<file path="src/rtl/uart_transmit.sv">
// 8N1 UART transmitter with a 4-entry byte FIFO.
// Frames go out back to back while the FIFO holds data; all outputs are registered.
module uart_transmit #(
  parameter int unsigned CLK_HZ = 5_000_000,
  parameter int unsigned BAUD   = 9600
) (
  input  logic       clock,
  input  logic       reset_n,
  input  logic [7:0] dataIn,
  input  logic       send,
  output logic       tx,
  output logic       busy,
  output logic       full,
  output logic       finished_send,
  output logic       overflow
);

  localparam int unsigned DIV   = CLK_HZ / BAUD;
  localparam int unsigned TW    = ($clog2(DIV) > 10) ? $clog2(DIV) : 10;
  localparam int unsigned DEPTH = 4;
  localparam int unsigned CW    = 3;
  localparam int unsigned PW    = 2;
  localparam logic [TW-1:0] DIV_LAST = TW'(DIV - 1);
  localparam logic [CW-1:0] CNT_FULL = CW'(DEPTH);

  typedef enum logic [1:0] {IDLE, START, DATA, STOP} state_t;

  state_t        state, state_next;
  logic [TW-1:0] timer, timer_next;
  logic [2:0]    bit_idx, bit_next;
  logic [7:0]    shift, shift_next;
  logic [7:0]    mem [DEPTH];
  logic [PW-1:0] head, tail;
  logic [CW-1:0] count, count_next;
  logic          push, pop, bit_done, tx_next, fin_next;

  // Next-state, FIFO handshake and next output values
  always_comb begin
    state_next = state;
    timer_next = timer + TW'(1);
    bit_next   = bit_idx;
    shift_next = shift;
    pop        = 1'b0;
    bit_done   = (timer == DIV_LAST);
    push       = send && (count != CNT_FULL);

    case (state)
      IDLE: begin
        timer_next = '0;
        if (count != '0) begin
          pop        = 1'b1;
          shift_next = mem[head];
          state_next = START;
        end
      end
      START: begin
        if (bit_done) begin
          timer_next = '0;
          bit_next   = 3'd0;
          state_next = DATA;
        end
      end
      DATA: begin
        if (bit_done) begin
          timer_next = '0;
          if (bit_idx == 3'd7) state_next = STOP;
          else                 bit_next   = bit_idx + 3'd1;
        end
      end
      STOP: begin
        if (bit_done) begin
          timer_next = '0;
          // Chain straight into the next frame when data is waiting
          if (count != '0) begin
            pop        = 1'b1;
            shift_next = mem[head];
            state_next = START;
          end else begin
            state_next = IDLE;
          end
        end
      end
      default: begin
        timer_next = '0;
        state_next = IDLE;
      end
    endcase

    count_next = count + CW'(push) - CW'(pop);

    case (state_next)
      START:   tx_next = 1'b0;
      DATA:    tx_next = shift_next[bit_next];
      default: tx_next = 1'b1;
    endcase

    fin_next = (state_next == STOP) && (timer_next == DIV_LAST);
  end

  // FSM state, datapath and registered outputs
  always_ff @(posedge clock) begin
    if (!reset_n) begin
      state         <= IDLE;
      timer         <= '0;
      bit_idx       <= '0;
      shift         <= '0;
      tx            <= 1'b1;
      busy          <= 1'b0;
      full          <= 1'b0;
      finished_send <= 1'b0;
      overflow      <= 1'b0;
    end else begin
      state         <= state_next;
      timer         <= timer_next;
      bit_idx       <= bit_next;
      shift         <= shift_next;
      tx            <= tx_next;
      busy          <= (state_next != IDLE);
      full          <= (count_next == CNT_FULL);
      finished_send <= fin_next;
      if (send && (count == CNT_FULL)) overflow <= 1'b1;
    end
  end

  // FIFO pointers and occupancy
  always_ff @(posedge clock) begin
    if (!reset_n) begin
      head  <= '0;
      tail  <= '0;
      count <= '0;
    end else begin
      if (push) tail <= tail + PW'(1);
      if (pop)  head <= head + PW'(1);
      count <= count_next;
    end
  end

  always_ff @(posedge clock) begin
    if (reset_n && push) mem[tail] <= dataIn;
  end

endmodule

</file>
<file path="config.mk">
export PLATFORM = sky130hd
export DESIGN_NAME = uart_transmit
export DESIGN_NICKNAME = d
export VERILOG_FILES = /design/src/rtl/uart_transmit.sv
export SDC_FILE = /design/constraint.sdc
export NUM_CORES = 1
export LEC_CHECK = 0
export CAP_MARGIN = 20
export CORE_UTILIZATION = 40
export DETAILED_ROUTE_END_ITERATION = 8
export DONT_BUFFER_PORTS = 1
export GPL_ROUTABILITY_DRIVEN = 0
export PLACE_DENSITY = 0.59
export SLEW_MARGIN = 20
export SYNTH_ARGS = -nofsm -noshare
export SYNTH_HDL_FRONTEND = slang
export SYNTH_SLANG_ARGS = --single-unit
</file>
<file path="constraint.sdc">
create_clock -name clock -period 9.35 [get_ports clock]
set_clock_uncertainty 0.1 [all_clocks]
set_input_delay 0.935 -clock clock [delete_from_list [all_inputs] [get_ports clock]]
set_output_delay 0.935 -clock clock [all_outputs]
set_load 0.01 [all_outputs]
</file>
## Word level (Yosys, flattened, before mapping)

Memories as Yosys holds them, arrays and structs flattened. A register that Yosys moved wholly into a read port is not among the register bits.
Index checks and enable logic that the tools add are counted.
W data, S select, Z words.

| storage, ports and cells | value |
|---|---|
| flip-flop bits (word level) | 35 |
| RAM bits | 32 |
| input bits | 11 |
| output and inout bits | 5 |
| word-level logic and storage cells | 66 |
| memories kept | 1 |

| cells by class | value |
|---|---|
| add/subtract/negate cells | 6 |
| order comparisons | 1 |
| equality and inequality tests | 12 |
| mux-type cells | 26 |
| reduce and logical (&&, ||, !) cells | 8 |

Memories:

| name | words | bits a word | read ports | clocked after Yosys merged registers in | write ports | RTL line | RTL |
|---|---|---|---|---|---|---|---|
| mem | 4 | 8 | 1 | 1 | 1 | 32 | `logic [7:0] mem [DEPTH];` |

Operators by type and width:

| cell | number |
|---|---|
| $eq A10 B10 Y1 const B | 2 |
| $pmux W10 S2 | 1 |
| $mux W8 | 2 |
| $pmux W8 S2 | 1 |
| $mux W2 | 7 |
| $add A10 B1 Y10 const B | 1 |
| $mux W10 | 1 |
| $eq A3 B3 Y1 const B | 3 |
| $mux W3 | 3 |
| $eq A2 B2 Y1 const B | 4 |
| $pmux W2 S4 | 1 |
| $mux W1 | 6 |
| $pmux W3 S2 | 1 |
| $add A2 B1 Y2 const B | 2 |
| $eq A2 B1 Y1 const B | 2 |
| $logic_and A1 B1 Y1 | 4 |
| $lt A3 B4 Y1 const B | 1 |
| $pmux W1 S2 | 2 |
| $add A3 B1 Y3 | 1 |
| $add A3 B1 Y3 const B | 1 |
| $bmux W1 S3 | 1 |
| $ne A3 B3 Y1 const B | 1 |
| $reduce_bool A3 Y1 | 1 |
| $reduce_or A3 Y1 | 1 |
| other kinds (3) | 3 |

## Longest topological paths before layout

| depth | value |
|---|---|
| depth in word-level cells | 7 |
| gate-level depth with buffers | 14 |
| mapped depth without buffers | 12 |

## Worst setup path after synthesis

No wires, ideal clock.

| path | value |
|---|---|
| path type | register -> register |
| start point | reg timer[0] |
| end point | reg full |
| setup time | 80 ps |
| arrival time | 2797 ps |
| data required time | 9170 ps |
| setup slack | 6373 ps |
| cell stages (with the launch flop) | 15 |
| buffers on the path | 2 |
| cells stage by stage | dfxtp_1 ha_1 and4b_1 buf_6 a41oi_4 nor3_4 buf_6 ha_1 inv_1 ha_1 fa_1 xnor2_1 xnor2_1 and2_1 nor3b_1 |

| on the way | value |
|---|---|
| word-level cells in the longest chain between the ends | 5 |

RTL lines:

| what | RTL line | RTL |
|---|---|---|
| from (decl) | 29 | `logic [TW-1:0] timer, timer_next;` |
| from (signal assigned) | 114 | `timer <= timer_next;` |
| $eq A10 B10 Y1 | 44 | `bit_done = (timer == DIV_LAST);` |
| $mux W1 | 71 | `if (bit_done) begin` |
| $pmux W1 S2 | 47 | `case (state)` |
| via pop | 35 | `logic push, pop, bit_done, tx_next, fin_next;` |
| $sub A3 B1 Y3 | 89 | `count_next = count + CW'(push) - CW'(pop);` |
| $eq A3 B3 Y1 | 119 | `full <= (count_next == CNT_FULL);` |
| to (signal assigned) | 119 |  |
| to (decl) | 13 | `output logic full,` |

The timed path passes the listed nets, and every way through them passes these cells.
A chain may end at the register's enable or synchronous reset.

## Final worst setup path

| path | value |
|---|---|
| start point | reg timer[0] |
| end point | reg full |

| on the way | value |
|---|---|
| word-level cells in the longest chain between the ends | 5 |

RTL lines:

| what | RTL line |
|---|---|
| $eq A10 B10 Y1 | 44 |
| $mux W1 | 71 |
| $pmux W1 S2 | 47 |
| $sub A3 B1 Y3 | 89 |
| $eq A3 B3 Y1 | 119 |

No other way between the ends.

==> flow_metrics.env <==
export IMPL_synth_area_sq_um=3190
export IMPL_async_flop_share=0
export IMPL_cp_cell_sequence="ha_1 > and4b_1 > a41oi_4 > nor3_4 > ha_1 > inv_1 > ha_1 > fa_1 > xnor2_1 > xnor2_1 > and2_1 > nor3b_1"
export IMPL_critPathSlowestCell="and4b_1"
export IMPL_first_global_vias=1919
export IMPL_synth_cell_type_count=58
export IMPL_core_area_sq_um=7730
export IMPL_finalSetupViolations=0
export IMPL_grt_start_max_net_pins=19
export IMPL_die_height_um=91.4
export IMPL_wl_um=5520
export IMPL_whs_ns=0.409
export IMPL_crit_required_ns=9.52
export IMPL_antenna_found_initial=0
export IMPL_status="completed"
export IMPL_die_w_um=91.4
export IMPL_finalSetupTns_ns=0
export IMPL_hold_violations=0
export IMPL_cts_tree="yes"
export IMPL_root_buffer="clkbuf_8"
export IMPL_drc=0
export IMPL_layout_min_cycle_time_ns=3.44
export IMPL_ys_warnings_count=0
export IMPL_cp_top_family="simple AND/OR/NAND/NOR gates"
export IMPL_critPathMaxStageDelay_ns=0.49
export IMPL_clk_latency_ns=0.35
export IMPL_drive_gt1_frac=0.142
export IMPL_critPathKind="flop to flop"
export IMPL_min_path_type="flop to flop"
export IMPL_placed_area_sq_um=3240
export IMPL_htree_levels=3
export IMPL_cts_path_max_buffers=2
export IMPL_slew_headroom=0.616
export IMPL_grt_use_total=0.148
export IMPL_dr_first_iter_drc_count=67
export IMPL_ys_seq_area_frac=0.533
export IMPL_path_common_cell="ha_1"
export IMPL_pin_count=16
export IMPL_num_antenna_cells=0
export IMPL_path_buf_inv=1
export IMPL_synthFlopType="dfxtp_1"
export IMPL_gr_total_overflow=0
export IMPL_final_period_utilization=0.368
export IMPL_avgSynthCellArea_sq_um=12.6
export IMPL_netlist_instances=254
export IMPL_drv_slew=0
export IMPL_clock_sinks=69
export IMPL_port_buffers=0
export IMPL_ctsResizeCount=0
export IMPL_syn_num_nets=279
export IMPL_startpoint_type="flop"
export IMPL_area_delta_synth_final_pct=7.56
export IMPL_power_density_nw_per_um2=261
export IMPL_die_area_sq_um=8350
export IMPL_num_rows=32
export IMPL_antenna_left=0
export IMPL_max_freq_mhz=291
export IMPL_initial_core_util=0.413
export IMPL_vdd_ir_drop_worst_mv=0.167
export IMPL_synth_edf_count=32
export IMPL_drv_cap=0
export IMPL_worstPathMaxFanout=12
export IMPL_fin_area_sq_um=3440
export IMPL_p_leak_nw=1.18
export IMPL_dr_total_vias=1890
export IMPL_rsz0062_at_grt="no"
export IMPL_post_cts_buffers=0
export IMPL_arrival_ns=3.61
export IMPL_cts_hold_fix_buffers=0
export IMPL_nets=280
export IMPL_cp_end_kind="flop"
export IMPL_hpwl_um=3820
export IMPL_clk_pin_slew_worst_paths_ns=0.08
export IMPL_ys_seq_elements=69
export IMPL_viasPerCell=5.22
export IMPL_stdcell_count=362
export IMPL_cts_buffers=9
export IMPL_post_drt_wl_per_cell_um=15.2
export IMPL_dpl_cell_count=346
export IMPL_grt_pass1_wl_um=9290
export IMPL_drt_first_pass_iters=4
export IMPL_tightest_slew_ns=0.572
## cells by family (layout without fill, tap and decap cells)
kind of cell               after synthesis  in the layout  synth area share
buffers and inverters                   28             34            0.0478
adders and majority gates               14             14            0.0572
DFF                                     69             69             0.533
and+or+nand+nor                         77             77             0.143
xor gates and xnor gates                13             13            0.0356
AOI/OAI and AO/OA                       43             43             0.121
muxes                                   10             10            0.0627
## routing by layer
| layer | part of all wire | GRT usage |
|---|---|---|
| met3 | 0.046 | 0.0553 |
| met4 | 0.016 | 0.0675 |
| met2 | 0.48 | 0.236 |
| met5 | 0 | 0 |
| met1 | 0.46 | 0.177 |
## metrics by stage
step                      total power [mW]  worst slack (ns)  utilization
after floorplan                      0.620              6.37            -
after global placement               0.664              5.99        0.419
after detailed placement             0.664              5.93        0.419
after CTS                            0.913              5.90        0.445
after global routing                 0.960              5.61        0.445
final                                0.898              5.91        0.445
## final timing paths
kind	start	endpoint	slack, ns	depth (start not counted)
setup reg to reg	timer[0]	full	5.91	12
setup / recovery	timer[0]	full	5.91	12
hold / removal	shift[6]	shift[6]	0.41	2
hold reg to reg	shift[6]	shift[6]	0.41	2
## report_power, final
group	internal, mW	leakage [nW]	total, mW	switching (mW)
Clock	0.125	0.0935	0.244	0.118
Sequential	0.360	0.592	0.394	0.0338
Combinational	0.117	0.493	0.261	0.144
Total	0.602	1.18	0.898	0.296
## placed cells by master (no fill, tap or decap), types with 3 or more instances in the layout
master | synthesis | routed
dfxtp_1 | 37 | 37
edfxtp_1 | 32 | 32
nor2_1 | 27 | 27
inv_1 | 17 | 17
ha_1 | 13 | 13
clkbuf_8 | 2 | 9
nand3_1 | 8 | 8
and2_1 | 8 | 8
mux4_2 | 8 | 8
xnor2_1 | 8 | 8
and3_1 | 6 | 6
nand2_1 | 5 | 5
a31oi_1 | 5 | 5
a22oi_1 | 5 | 5
xor2_1 | 5 | 5
a21oi_1 | 4 | 4
nor3_1 | 4 | 4
nand4_1 | 3 | 3
o21ai_0 | 3 | 3
o32ai_1 | 3 | 3
a221oi_1 | 3 | 3
a2111o_1 | 3 | 3
## cells in the mapped netlist, drive strengths merged, types with 4 or more instances
cell	count	area [sq um]
a21oi	4	20.0
xnor2	8	70.1
mux4	8	180
clkbuf	6	43.8
xor2	5	43.8
inv	17	63.8
nor2	29	133
and2	8	50.1
and3	6	37.5
nand3	8	40.0
a31oi	5	31.3
buf	4	41.3
dfxtp	37	741
nand2	5	18.8
edfxtp	32	961
a22oi	6	50.1
nor3	7	62.6
ha	13	163
## worst reg2reg max path, stage by stage, from the launching register on
cell,delay [ns]
dfxtp_1,0.41
ha_1,0.30
and4b_1,0.49
a41oi_4,0.20
nor3_4,0.47
ha_1,0.19
inv_1,0.04
ha_1,0.18
fa_1,0.37
xnor2_1,0.18
xnor2_1,0.13
and2_1,0.14
nor3b_1,0.17
## area by class of cell
type | instances | area, sq um
sequential | 69 | 1700
multi-input combinational | 157 | 1340
clock inverter | 6 | 71.3
tap | 102 | 128
inverter | 18 | 67.6
clock buffer | 10 | 128
fill | 725 | 4290
## registers in the layout, summed over array words and instances (netlist names), 2 cells and up, named ones only
signal   flops
mem         32
timer       10
shift        8
bit_idx      3
count        3
head         2
state        2
tail         2
No activity file was read; power rests on OpenSTA's default activity.
